### src/rtl/des_pkg.sv
// des_pkg: shared definitions for the DES substitution engine.
//   - state_t      : engine FSM states
//   - SBOX_ROWS    : FIPS 46-3 S1..S8 tables, one 64-bit word per (box,row);
//                    column 0 sits in the top nibble of each word
//   - lanes_legal  : accepted lane counts (1, 2, 4, 8)
//   - group_of     : 6-bit input group for box k (S1 in bits [47:42])
//   - nib_pos      : LSB position of box k's nibble in the 32-bit result
//   - sbox_lookup  : nibble for (box, 6-bit group)
package des_pkg;

  typedef enum logic [1:0] {
    ST_IDLE = 2'd0,
    ST_BUSY = 2'd1,
    ST_DONE = 2'd2
  } state_t;

  // Index = {box[2:0], row[1:0]}
  localparam logic [63:0] SBOX_ROWS [32] = '{
    64'hE4D12FB83A6C5907, 64'h0F74E2D1A6CB9538, 64'h41E8D62BFC973A50, 64'hFC8249175B3EA06D,
    64'hF18E6B34972DC05A, 64'h3D47F28EC01A69B5, 64'h0E7BA4D158C6932F, 64'hD8A13F42B67C05E9,
    64'hA09E63F51DC7B428, 64'hD709346A285ECBF1, 64'hD6498F30B12C5AE7, 64'h1AD069874FE3B52C,
    64'h7DE3069A1285BC4F, 64'hD8B56F03472C1AE9, 64'hA690CB7DF13E5284, 64'h3F06A1D8945BC72E,
    64'h2C417AB6853FD0E9, 64'hEB2C47D150FA3986, 64'h421BAD78F9C5630E, 64'hB8C71E2D6F09A453,
    64'hC1AF92680D34E75B, 64'hAF427C9561DE0B38, 64'h9EF528C3704A1DB6, 64'h432C95FABE17608D,
    64'h4B2EF08D3C975A61, 64'hD0B7491AE35C2F86, 64'h14BDC37EAF680592, 64'h6BD814A7950FE23C,
    64'hD2846FB1A93E50C7, 64'h1FD8A374C56B0E92, 64'h74B19CE206ADF358, 64'h21E74A8DFC90356B
  };

  function automatic logic lanes_legal(input int unsigned lanes);
    return (lanes == 1) || (lanes == 2) || (lanes == 4) || (lanes == 8);
  endfunction

  function automatic logic [5:0] group_of(input logic [47:0] blk, input logic [2:0] k);
    int unsigned base;
    base = 42 - 6 * 32'(k);
    return blk[base +: 6];
  endfunction

  function automatic int unsigned nib_pos(input logic [2:0] k);
    return 28 - 4 * 32'(k);
  endfunction

  function automatic logic [3:0] sbox_lookup(input logic [2:0] box, input logic [5:0] grp);
    logic [1:0]  row;
    logic [3:0]  col;
    logic [63:0] word;
    int unsigned pos;
    row  = {grp[5], grp[0]};
    col  = grp[4:1];
    word = SBOX_ROWS[{box, row}];
    pos  = 60 - 4 * 32'(col);
    return word[pos +: 4];
  endfunction

endpackage

### src/rtl/des_sbox_lut.sv
// des_sbox_lut: one combinational DES S-box lookup with selectable box.
//   box    : S-box index 0..7 (S1..S8)
//   grp    : 6-bit input group (outer bits = row, inner four = column)
//   nibble : 4-bit substitution output
module des_sbox_lut
  import des_pkg::*;
(
  input  logic [2:0] box,
  input  logic [5:0] grp,
  output logic [3:0] nibble
);

  always_comb begin
    nibble = sbox_lookup(box, grp);
  end

endmodule

### src/rtl/des_sbox_engine.sv
// des_sbox_engine: applies S1..S8 to a 48-bit half-block using LANES
// physical lookups per cycle, taking PASSES = 8/LANES cycles per block.
//   clk, n_rst          : clock, asynchronous active-low reset
//   in_valid/in_ready   : input handshake; in_data[47:0], S1 group on top
//   out_valid/out_ready : output handshake; out_data[31:0], S1 nibble on top
//   busy                : a block is in flight or waiting to be drained
module des_sbox_engine
  import des_pkg::*;
#(
  parameter int unsigned LANES = 8
) (
  input  logic        clk,
  input  logic        n_rst,
  input  logic        in_valid,
  output logic        in_ready,
  input  logic [47:0] in_data,
  output logic        out_valid,
  input  logic        out_ready,
  output logic [31:0] out_data,
  output logic        busy
);

  localparam int unsigned PASSES = 8 / LANES;
  localparam int unsigned CW     = (PASSES > 1) ? $clog2(PASSES) : 1;

  if (!lanes_legal(LANES)) begin : g_bad_lanes
    $error("des_sbox_engine: LANES must be 1, 2, 4 or 8");
  end

  state_t          state;
  logic [CW-1:0]   pass_cnt;
  logic [47:0]     in_reg;
  logic [31:0]     res_reg;
  logic [31:0]     res_next;
  logic            last_pass;
  logic            accept;

  logic [2:0]      lane_box [LANES];
  logic [5:0]      lane_grp [LANES];
  logic [3:0]      lane_nib [LANES];

  // Pass p covers boxes p*LANES .. p*LANES+LANES-1.
  always_comb begin
    for (int unsigned l = 0; l < LANES; l++) begin
      lane_box[l] = 3'(32'(pass_cnt) * LANES + l);
      lane_grp[l] = group_of(in_reg, lane_box[l]);
    end
  end

  for (genvar l = 0; l < LANES; l++) begin : g_lane
    des_sbox_lut u_lut (
      .box    (lane_box[l]),
      .grp    (lane_grp[l]),
      .nibble (lane_nib[l])
    );
  end

  always_comb begin
    res_next = res_reg;
    for (int unsigned l = 0; l < LANES; l++) begin
      res_next[nib_pos(lane_box[l]) +: 4] = lane_nib[l];
    end
  end

  assign last_pass = (pass_cnt == CW'(PASSES - 1));
  assign accept    = in_valid && in_ready;

  always_ff @(posedge clk or negedge n_rst) begin
    if (!n_rst) begin
      state    <= ST_IDLE;
      pass_cnt <= '0;
      in_reg   <= '0;
      res_reg  <= '0;
    end else begin
      case (state)
        ST_IDLE: begin
          if (accept) begin
            in_reg   <= in_data;
            pass_cnt <= '0;
            state    <= ST_BUSY;
          end
        end
        ST_BUSY: begin
          res_reg <= res_next;
          if (last_pass) begin
            pass_cnt <= '0;
            state    <= ST_DONE;
          end else begin
            pass_cnt <= pass_cnt + CW'(1);
          end
        end
        ST_DONE: begin
          // Draining and accepting the next word share one edge.
          if (out_ready) begin
            if (in_valid) begin
              in_reg   <= in_data;
              pass_cnt <= '0;
              state    <= ST_BUSY;
            end else begin
              state <= ST_IDLE;
            end
          end
        end
        default: state <= ST_IDLE;
      endcase
    end
  end

  assign in_ready  = (state == ST_IDLE) || ((state == ST_DONE) && out_ready);
  assign out_valid = (state == ST_DONE);
  assign busy      = (state == ST_BUSY) || (state == ST_DONE);
  assign out_data  = res_reg;

endmodule

### config.mk
export PLATFORM = sky130hd
export DESIGN_NAME = des_sbox_engine
export DESIGN_NICKNAME = d
export VERILOG_FILES = /design/src/rtl/des_pkg.sv /design/src/rtl/des_sbox_lut.sv /design/src/rtl/des_sbox_engine.sv
export SDC_FILE = /design/constraint.sdc
export NUM_CORES = 1
export LEC_CHECK = 0
export ABC_AREA = 1
export BUFFER_PORTS_ARGS = -buffer_cell sky130_fd_sc_hd__buf_4
export CORE_MARGIN = 2
export CORE_UTILIZATION = 60
export CTS_BUF_LIST = sky130_fd_sc_hd__clkbuf_8
export DETAILED_ROUTE_END_ITERATION = 7
export PLACE_DENSITY = 0.82
export SLEW_MARGIN = 20
export SYNTH_ARGS = -nofsm -noshare
export SYNTH_HDL_FRONTEND = slang
export SYNTH_SLANG_ARGS = --single-unit
### constraint.sdc
create_clock -name clk -period 3.59 [get_ports clk]
set_clock_uncertainty 0.05 [all_clocks]
set_input_delay 0.359 -clock clk [delete_from_list [all_inputs] [get_ports clk]]
set_output_delay 0.359 -clock clk [all_outputs]
set_load 0.05 [all_outputs]
; Word level (Yosys, flattened, before mapping)
; Memories as Yosys holds them, arrays and structs flattened.
; Cells that the tools add are included.
[word_totals]
register_bits = 83
mem_bits_ro = 16384
out_inout_bits = 35
memories = 8
[op_classes]
add_sub_neg = 37
n_mul = 7
order_cmp = 8
n_eq_ne = 6
shifts = 29
n_mux = 37
bitwise_logic = 8
n_reduce_logical = 10
[mem_list]
columns = name, depth, word_bits, read_ports, rd_clocked_by_memory_dff, write_ports, line
row1 = (name not given), 32, 64, 1, 0, 0, des_pkg.sv:50  ; word = SBOX_ROWS[{box, row}];
row2 = (name not given), 32, 64, 1, 0, 0, des_pkg.sv:50
row3 = (name not given), 32, 64, 1, 0, 0, des_pkg.sv:50
row4 = (name not given), 32, 64, 1, 0, 0, des_pkg.sv:50
row5 = (name not given), 32, 64, 1, 0, 0, des_pkg.sv:50
row6 = (name not given), 32, 64, 1, 0, 0, des_pkg.sv:50
row7 = 2 more memories, n/a, n/a, n/a, n/a, n/a, n/a
[ops]
columns = op, n
row1 = 64-bit 2-to-1 mux, 16
row2 = 64-bit by 33-bit variable part select with 4-bit output, 8
row3 = 48-bit by 33-bit variable part select with 6-bit output, 7
row4 = 32-bit negator with 34-bit output, 7
row5 = 4-bit by 34-bit variable shift with 32-bit output (first input constant), 7
row6 = 4-bit by 34-bit variable part select with 32-bit output, 7
row7 = 32-bit bitwise mux, 7
row8 = 48-bit 2-to-1 mux, 3
row9 = 6-bit by 6-bit subtractor with 7-bit output (first input constant), 14
row10 = 48-bit one-hot mux with 2 select lines, 1
row11 = 6-bit greater-or-equal comparator (second input constant), 8
row12 = 5-bit NOT with 6-bit output, 6
row13 = 5-bit by 5-bit subtractor with 6-bit output (first input constant), 6
row14 = 2-bit by 3-bit multiplier with 5-bit output (first input constant), 6
row15 = 1-bit by 2-bit adder with 3-bit output (both inputs constant), 3
row16 = 4-bit AND reduction, 2
row17 = 6-bit by 5-bit subtractor with 7-bit output (first input constant), 1
row18 = 1-bit by 3-bit adder with 3-bit output (both inputs constant), 2
row19 = 2-bit 2-to-1 mux, 3
row20 = 2-bit != test (second input constant), 3
row21 = 2-bit NOT with 6-bit output, 1
row22 = 4-bit NOT with 6-bit output, 1
row23 = 2-bit one-hot mux with 3 select lines, 1
row24 = 5-bit by 4-bit subtractor with 6-bit output (first input constant), 1
row25 = 14 further kinds, 21

; Longest topological paths before layout
; Gate-level depths: netlist of the first run.
[depth]
ltp_word = 17
mapped_depth = 12
ltp_nobuf = 12

; Cells and area by module
; Synthesis of the first run repeated with hierarchy kept, for this count alone.
[unflattened]
hier_cells = 5346
hier_area_um2 = 27025.9
[modules_own_cells]
columns = module, instances, cells_each, area_each_um2
row1 = des_sbox_lut (g_lane[5].u_lut ...), 3, 630, 2941.6
row2 = des_sbox_lut (g_lane[3].u_lut ...), 2, 631, 2976.6
row3 = des_sbox_lut (g_lane[1].u_lut ...), 2, 626, 2945.3
row4 = des_sbox_engine, 1, 313, 3393.3
row5 = des_sbox_lut (g_lane[0].u_lut), 1, 629, 2964.1

; Least setup slack after synthesis of the first run
; Ideal clock, no wire load.
[synth_path]
path_type = register -> register
from = register state[0]
to = register in_reg[33]
setup_ns = 0.137
arrival_time_ns = 1.724
required_time_ns = 3.403
setup_slack_ns = 1.679
path_stages_with_launch = 8
period_less_slack_ns = 1.911
cell_sequence = dfrtp_1 > inv_1 > ha_1 > nand2_1 > o211ai_2 > buf_2 > buf_4 > a21oi_1
[synth_between]
elab_chain_cells = 6
[synth_lines]
columns = item, line
row1 = start: declaration, des_sbox_engine.sv:30  ; state_t state;
row2 = start signal: assignment, des_sbox_engine.sv:70  ; state <= ST_IDLE;
row3 = start signal: assignment, des_sbox_engine.sv:80  ; state <= ST_BUSY;
row4 = start signal: assignment, des_sbox_engine.sv:87  ; state <= ST_DONE;
row5 = 2-bit equality test (*), n/a
row6 = net out_valid, des_sbox_engine.sv:17  ; output logic out_valid,
row7 = 1-bit logical AND, des_sbox_engine.sv:109  ; assign in_ready = (state == ST_IDLE) || ((state == ST_DONE) && out_ready);
row8 = 1-bit logical OR, des_sbox_engine.sv:109
row9 = 1-bit logical AND, des_sbox_engine.sv:66  ; assign accept = in_valid && in_ready;
row10 = 2-bit != test (no source line), n/a
row11 = 4-bit AND reduction (no source line), n/a
row12 = end signal: assignment, des_sbox_engine.sv:78  ; in_reg <= in_data;
row13 = end signal: assignment, des_sbox_engine.sv:96  ; in_reg <= in_data;
row14 = end: declaration, des_sbox_engine.sv:32  ; logic [47:0] in_reg;
; The timed path passes the listed nets; every way through them passes the cells marked *.
; A chain may end at the register's enable or synchronous reset.

; Worst setup path in the final report of the first run
[layout_path]
from = register state[0]
to = register in_reg[4]
[layout_between]
elab_chain_cells = 6
[layout_lines]
columns = item, line
row1 = 2-bit equality test, "des_sbox_engine.sv:75, des_sbox_engine.sv:109"
row2 = 1-bit logical AND, des_sbox_engine.sv:109
row3 = 1-bit logical OR, des_sbox_engine.sv:109
row4 = 1-bit logical AND, des_sbox_engine.sv:66
row5 = 2-bit != test (no source line), n/a
row6 = 4-bit AND reduction (no source line), n/a
; Parallel ways exist; a longest one is shown, timed or not.

==> results.py, run 1 <==
metrics = {
    "status": {
        "status": "complete, but fails checks",
        "violations": "DRC, hold timing",
    },
    "sta": {
        "maxSlewHeadroom": 0.441,
        "final.min_clock_period_ps": 2230,
        "worstMarginPinSlew_ps": 834,
        "hold_ws_ps": -31.0,
        "setup_tns_ps": 0,
        "finalCritPeriodShare": 0.620,
        "max_freq_mhz": 449,
        "rsz0062_at_grt": "no",
        "drv_slew": 0,
        "setup_viol": 0,
        "hold_viol": 24,
    },
    "setup_path": {
        "r2r_slack_ps": 1360,
        "required_ps": 3840,
        "arrival_ps": 2480,
        "reg2regPathDepth": 6,
        "crit_fanout": 64,
        "cp-startpoint": "state[0]$_DFFE_PN0P_",
        "timing.rr.end": "in_reg[4]$_DFFE_PN0P_",
        "worstSetupEndpoint": "in_reg[4]$_DFFE_PN0P_",
        "r2r_start": "state[0]$_DFFE_PN0P_",
        "cp-end-kind": "flip-flop",
        "crit_type": "flip-flop to flip-flop",
        "worst_setup_path_start_kind": "flip-flop",
    },
    "placement": {
        "gp_congestion": 0.957,
        "dp_hpwl_um": 13400,
        "io_buffers": 86,
    },
    "cts": {
        "clockBufferDepth": 2,
        "cts-htree-levels": 3,
        "cts_buffers": 9,
        "cts_tree": "built",
        "cts_root_buffer": "clkbuf_8",
        "cts_setup_buffers": 0,
        "clk_transition_reported_paths_ps": 80,
        "clock-sinks": 82,
        "ctsResizeCount": 0,
        "clk_latency_ps": 380,
        "ctsHoldBuffers": 0,
    },
    "cells_and_area": {
        "multi_input_area_um2": 4850,
        "n_antenna_cell": 0,
        "final-seq-area_um2": 2050,
        "largest_reg_flops": 48,
        "layout.nets": 1370,
        "drive_above_1_share": 0.0998,
        "areaGrowthSynthToFinish_pct": 9.02,
        "fillCellCount": 1180,
    },
    "yosys": {
        "synth-seq-cells": 82,
        "ys_seq_area_frac": 0.269,
        "synthCells": 1209,
        "postSynthAreaPerCell_um2": 6.30,
        "synth_area_um2": 7620,
        "synthDistinctLibCells": 24,
        "ys_warn_count": 0,
        "syn_nets": 1331,
    },
    "die": {
        "dieArea_um2": 13600,
        "initial_utilization": 0.609,
        "fp.dieW_um": 117,
        "io_pins": 87,
        "dieHeight_um": 117,
        "fp.coreArea_um2": 12500,
        "rows": 41,
    },
    "global_route": {
        "first_global_vias": 7093,
        "grt_max_degree": 83,
        "antenna_found_initial": 0,
        "grt_use_total": 0.286,
        "grt_first_pass_wirelength_um": 31900,
        "grt_overflow": 0,
    },
    "route": {
        "drtAntennaViolNets": 0,
        "vias": 8090,
        "vias_per_cell": 5.68,
        "first_iter_violations": 770,
        "drt_wl_total_um": 19200,
        "drt_pass1_iterations": 8,
        "drcViolationCount": 1,
        "wl_per_cell_um": 13.5,
    },
    "run": {
        "maxCapViolCount": 0,
    },
    "worst_hold_path": {
        "min_path_type": "input pin to asynchronous set/reset pin",
    },
}
worst min path at each step:
stage | from | to
floorplan | n_rst | in_reg[0]$_DFFE_PN0P_
global placement | out_data[31]$_DFFE_PN0N_ | out_data[31]$_DFFE_PN0N_
detailed placement | out_data[16]$_DFFE_PN0N_ | out_data[16]$_DFFE_PN0N_
CTS | n_rst | in_reg[16]$_DFFE_PN0P_
global route | n_rst | out_data[8]$_DFFE_PN0N_
finish | n_rst | in_reg[16]$_DFFE_PN0P_
worst max-delay path, cell delays in order (launching register included):
cell	delay, ps
dfrtp_1	430
inv_1	100
ha_1	270
o211ai_4	710
buf_12	360
nor2_1	80
a21oi_1	130
placed cells by master, fill, tap and decap left out, types with 3 or more instances in the layout:
| cell type | instances |
|---|---|
| nand2_1 | 413 |
| nand3_1 | 337 |
| buf_4 | 87 |
| dfrtp_1 | 82 |
| inv_1 | 80 |
| ha_1 | 70 |
| nor2_1 | 60 |
| a21oi_1 | 58 |
| o21ai_0 | 15 |
| inv_2 | 12 |
| clkbuf_8 | 9 |
| nand2_2 | 5 |
| clkinv_1 | 4 |
| clkinv_2 | 4 |
| or2_2 | 3 |
through the flow:
| step | hold WS (ps) | utilization | cell area [um2] | std cells | worst slack (ps) |
|---|---|---|---|---|---|
| finish | -31.0 | 0.664 | 8310 | 1424 | 1360 |
| detailed placement | 417 | 0.651 | 8150 | 1409 | 1380 |
| global placement | 413 | 0.651 | 8150 | 1409 | 1500 |
| floorplan | 13.4 | - | 7620 | 1209 | 1680 |
| global route | 34.1 | 0.664 | 8310 | 1424 | 1130 |
| CTS | 150 | 0.663 | 8300 | 1424 | 1350 |
routing by layer:
layer  track usage  up-vias  wire length [um]
met4         0.115        0               444
li1              -     4026                 -
met1         0.398     3654              8540
met3        0.0363       44              1430
met2         0.451      366              8750
met5             0        -                 0
cells in the mapped netlist, drive strengths merged:
master / n / area share
nand4: 2 / 0.0016
nand3: 337 / 0.22
buf: 50 / 0.044
or2: 3 / 0.0025
inv: 90 / 0.044
nor2: 60 / 0.030
dfrtp: 82 / 0.27
clkinv: 4 / 0.0020
nand2: 420 / 0.21
ha: 70 / 0.11
o211ai: 2 / 0.0026
clkbuf: 11 / 0.0054
o31ai: 1 / 0.00099
a21oi: 58 / 0.038
o21ai: 17 / 0.011
nand3b: 2 / 0.0020
area by class of cell:
type	count	area share
clock buffer	9	0.0149
clock inverter	6	0.00331
inverter	94	0.0425
multi-input combinational	972	0.584
sequential	82	0.247
tap	172	0.0259
timing repair buffer	89	0.0824
kinds of logic after synthesis:
logic type	share of synthesized area
AO/OA/AOI/OAI	0.0529
adder cells (fa/ha/maj)	0.115
buffers and inverters	0.0953
flip-flops	0.269
AND/OR/NAND/NOR	0.468
Power of run 1 is left out: the tool's default activity adds up to more than one toggle a clock period on the data nets, which glitch-free logic cannot reach.
==> run 2, diff against run 1 <==
Clock period 3.59 ns to 2.2 ns, I/O delays scaled along.
==> run 2 against run 1 <==
Against the previous run:
- the run now ends clean
- flip-flop and latch count did not move
- maximum frequency increased by 20%
- wire length increased by 1.4%
- first-iteration DRC count rose by 15%
- clock-buffer cell count unchanged
- die area unchanged
- register-to-register slack got worse by 1000 ps
- global-route usage increased by 0.32 points
- hold slack better by 58 ps
- largest cell class unchanged
==> results.py, run 2 (same netlist as run 1, synthesis figures left out) <==
metrics = {
    "setup_path": {
        "worst_setup_path_start_kind": "flip-flop",
        "crit_type": "flip-flop to flip-flop",
        "timing.rr.end": "out_data[23]$_DFFE_PN0N_",
        "crit_fanout": 7,
        "reg2regPathDepth": 10,
        "r2r_slack_ps": 340,
        "worstSetupEndpoint": "out_data[23]$_DFFE_PN0N_",
        "required_ps": 2430,
        "cp-end-kind": "flip-flop",
        "arrival_ps": 2090,
        "r2r_start": "in_reg[30]$_DFFE_PN0P_",
        "cp-startpoint": "in_reg[30]$_DFFE_PN0P_",
    },
    "sta": {
        "rsz0062_at_grt": "no",
        "hold_viol": 0,
        "final.min_clock_period_ps": 1860,
        "setup_viol": 0,
        "drv_slew": 0,
        "worstMarginPinSlew_ps": 560,
        "maxSlewHeadroom": 0.627,
        "finalCritPeriodShare": 0.846,
        "max_freq_mhz": 537,
        "setup_tns_ps": 0,
    },
    "cts": {
        "ctsResizeCount": 0,
        "clock-sinks": 82,
        "cts_setup_buffers": 0,
        "clockBufferDepth": 2,
        "cts_root_buffer": "clkbuf_8",
        "clk_transition_reported_paths_ps": 80,
        "cts_tree": "built",
        "cts-htree-levels": 3,
        "clk_latency_ps": 380,
        "ctsHoldBuffers": 1,
        "cts_buffers": 9,
    },
    "placement": {
        "io_buffers": 86,
        "dp_hpwl_um": 13900,
        "gp_congestion": 0.984,
    },
    "die": {
        "fp.coreArea_um2": 12500,
        "rows": 41,
        "dieArea_um2": 13600,
        "dieHeight_um": 117,
        "initial_utilization": 0.609,
        "io_pins": 87,
        "fp.dieW_um": 117,
    },
    "cells_and_area": {
        "areaGrowthSynthToFinish_pct": 11.3,
        "final-seq-area_um2": 2050,
        "n_antenna_cell": 0,
        "largest_reg_flops": 48,
        "final_cell_mix": "nand2_1, nand3_1, buf_4, dfrtp_1, inv_1",
        "fillCellCount": 1161,
        "drive_above_1_share": 0.112,
        "multi_input_area_um2": 4850,
        "layout.nets": 1387,
        "layout_commonest_cell": "nand2_1",
    },
    "route": {
        "drt_wl_total_um": 19400,
        "first_iter_violations": 883,
        "wl_per_cell_um": 13.5,
        "drcViolationCount": 0,
        "vias_per_cell": 5.60,
        "drtAntennaViolNets": 0,
        "vias": 8078,
        "drt_pass1_iterations": 6,
    },
    "status": {
        "status": "finished, final reports clean",
    },
    "run": {
        "maxCapViolCount": 0,
    },
    "global_route": {
        "antenna_found_initial": 0,
        "grt_use_total": 0.289,
        "first_global_vias": 7050,
        "grt_max_degree": 85,
        "grt_first_pass_wirelength_um": 32300,
        "grt_overflow": 0,
    },
    "worst_hold_path": {
        "hp-start": "in_data[28]",
        "min_path_type": "input pin to flip-flop",
        "whs_path_depth": 3,
    },
}
-- run 2: area by class of cell --
cell class | count | share of cell area
flip-flops and latches | 82 | 0.242
well taps | 172 | 0.0254
clock buffers | 9 | 0.0146
repair buffers | 106 | 0.0971
clock inverters | 7 | 0.00738
multi-input cells | 972 | 0.572
inverters | 94 | 0.0416
-- run 2: worst min-delay path by stage --
stage / endpoint
floorplan: in_reg[0]$_DFFE_PN0P_
global placement: in_reg[1]$_DFFE_PN0P_
detailed placement: in_reg[1]$_DFFE_PN0P_
CTS: in_reg[3]$_DFFE_PN0P_
global route: in_reg[25]$_DFFE_PN0P_
finish: in_reg[28]$_DFFE_PN0P_
-- run 2: per-layer routing --
metal / track usage / vias to the layer above / wire length, um
met5: 0 / - / 0
met4: 0.104 / 0 / 403
met3: 0.0420 / 33 / 1450
met2: 0.461 / 376 / 9030
met1: 0.401 / 3624 / 8550
li1: - / 4045 / -
-- run 2: critical path, stage by stage (launching register included) --
cell	delay, ps
dfrtp_1	440
inv_1	170
ha_1	370
inv_1	120
nand2_1	110
nand3_1	170
nand3_1	90
nand3_1	100
nand2_1	50
nand2_1	50
nand2_1	40
-- run 2: metrics by stage --
stage          utilization  std cells  setup slack (ps)  hold slack (ps)  instance area, um2
2_1_floorplan            -       1209               289             -126                7620
3_3_place_gp         0.662       1425               401              175                8280
3_5_place_dp         0.662       1425               354              179                8280
4_1_cts              0.677       1442               339             13.4                8480
5_1_grt              0.677       1442               130             43.7                8480
6_report             0.677       1442               339             27.0                8480
Power of run 2 is left out for the same reason.
==> run 3, diff against run 2 <==
Settings changed: CORE_UTILIZATION 60 to 56, PLACE_DENSITY 0.82 to 0.8.
Clock period 2.2 ns to 1.7 ns, I/O delays scaled along.
==> run 3 against run 2 <==
Against the previous run:
- sequential share of layout area fell by 2.4 points
- non-clock buffer count rose by 90
- design area rose by 11%
- hold slack got worse by 8.5 ps
- worst setup slack got worse by 280 ps
- register-to-register slack got worse by 280 ps
- via count rose by 4.9%
- cell count rose by 6.5%
- critical path type is now flip-flop to output pin
- critical endpoint is now in_ready
==> results.py, run 3 (same netlist as run 1, synthesis figures left out) <==
metrics = {
    "global_route": {
        "grt_use_total": 0.294,
        "grt_overflow": 0,
        "antenna_found_initial": 0,
        "grt_first_pass_wirelength_um": 35600,
        "first_global_vias": 7671,
        "grt_max_degree": 83,
    },
    "route": {
        "drcViolationCount": 0,
        "vias": 8477,
        "wl_per_cell_um": 13.7,
        "drtAntennaViolNets": 0,
        "vias_per_cell": 5.52,
        "drt_wl_total_um": 21000,
        "first_iter_violations": 720,
        "drt_pass1_iterations": 8,
    },
    "sta": {
        "worst_slack_ps": 60.3,
        "drv_slew": 0,
        "maxSlewHeadroom": 0.672,
        "max_freq_mhz": 610,
        "setup_viol": 0,
        "final.min_clock_period_ps": 1640,
        "hold_viol": 0,
        "worstMarginPinSlew_ps": 492,
        "finalCritPeriodShare": 0.965,
    },
    "setup_path": {
        "crit_type": "flip-flop to output pin",
        "r2r_start": "in_reg[12]$_DFFE_PN0P_",
        "cp_cell_sequence": "buf_4 -> ha_1 -> nand2_1 -> nand2_1 -> buf_6",
        "cpMaxStageDelayCell": "dfrtp_1",
        "crit_fanout": 3,
        "cp-end-kind": "output pin",
        "crit_top_cell": "nand2_1",
        "worst_setup_path_start_kind": "flip-flop",
        "required_ps": 1480,
        "cp-startpoint": "state[1]$_DFFE_PN0P_",
        "slowest_delay_ps": 400,
        "arrival_ps": 1420,
        "cp_top_family": "flip-flops",
        "critPathBufInv": 2,
    },
    "cts": {
        "clk_transition_reported_paths_ps": 90,
        "clockBufferDepth": 2,
        "cts-htree-levels": 3,
        "clk_latency_ps": 380,
        "cts_root_buffer": "clkbuf_8",
        "cts_buffers": 9,
        "cts_tree": "built",
        "clock-sinks": 82,
    },
    "pwr": {
        "combPwrFrac": 0.747,
        "leakage_nw": 5.06,
        "p_clk_frac": 0.076,
        "p_sw_frac": 0.556,
        "seq_power_share": 0.178,
        "p_switching_mw": 11.9,
        "p_total_mw": 21.3,
        "peakVddDrop_uv": 1740,
        "power_density_nw_per_um2": 2270,
        "internal-power_mw": 9.47,
    },
    "status": {
        "status": "finished, final reports clean",
    },
    "cells_and_area": {
        "n_antenna_cell": 0,
        "final_area_um2": 9390,
        "largest_reg_flops": 48,
        "layout.nets": 1477,
        "drive_above_1_share": 0.155,
        "layout_commonest_cell": "nand2_1",
        "final_cell_mix": "nand2_1, nand3_1, buf_4, dfrtp_1, inv_1",
        "areaGrowthSynthToFinish_pct": 23.3,
    },
    "worst_hold_path": {
        "hp-start": "in_data[29]",
        "min_path_type": "input pin to flip-flop",
    },
    "die": {
        "fp.coreArea_um2": 13200,
        "dieArea_um2": 14600,
        "rows": 42,
        "initial_utilization": 0.575,
        "dieHeight_um": 121,
        "io_pins": 87,
        "fp.dieW_um": 121,
    },
    "placement": {
        "dp_hpwl_um": 14300,
        "post-place-ws_ps": 89.8,
        "io_buffers": 86,
        "gp_congestion": 0.991,
        "dpl_cell_area_um2": 8660,
    },
    "run": {
        "maxCapViolCount": 0,
    },
}
==> run 3: metal layers <==
layer,global-route usage,part of all wire,vias up
met5,0,0,-
met3,0.0401,0.070,56
met4,0.0945,0.022,0
met2,0.493,0.48,384
li1,-,-,4236
met1,0.393,0.43,3801
==> run 3: worst paths after layout <==
path | end | slack [ps] | cells after the start
max in group asynchronous | in_reg[26]$_DFFE_PN0P_ | 910 | 3
setup / recovery | in_ready | 60 | 5
setup reg to reg | out_data[11]$_DFFE_PN0N_ | 60 | 11
hold / removal | in_reg[29]$_DFFE_PN0P_ | 20 | 3
min in group asynchronous | out_data[5]$_DFFE_PN0N_ | 280 | 3
hold reg to reg | out_data[21]$_DFFE_PN0N_ | 440 | 2
==> run 3: power groups by stage <==
stage	clock network [mW]	registers, mW	logic [mW]
global placement	0	3.77	15.2
finish	1.62	3.79	15.9
detailed placement	0	3.79	15.3
floorplan	0	4.96	10.3
CTS	1.65	3.76	15.4
global route	1.73	3.91	17.9
==> run 3: repair_timing <==
item | CTS | global route
buffers inserted | 0 | 2
setup endpoints to repair | 1 | 16
gates cloned | 0 | 0
gates resized for setup | 1 | 22
pin swaps | 0 | 4
hold endpoints to repair | 122 | 0
hold buffers | 41 | 0
==> run 3: per-stage QoR <==
stage               instances   util  setup TNS [ps]  hold WS, ps
floorplan                1209      -               0         -176
global placement         1477  0.654               0          186
finish                   1536  0.709               0         18.6
global route             1536  0.709           -54.1         14.5
CTS                      1534  0.702               0        0.411
detailed placement       1477  0.654               0          189
==> run 3: layout make-up <==
type | instances | area, um2
multi-input combinational | 972 | 4950
fill | 1162 | 3850
sequential | 82 | 2050
timing repair buffer | 196 | 1600
inverter | 94 | 353
tap | 176 | 220
clock buffer | 10 | 138
clock inverter | 6 | 81.3
==> run 3: tightest hold or removal path, cell delays in order <==
cell and delay, ps:
buf_4 110, nor2_1 90, a21oi_1 50
(Power assumes the default switching activity.)
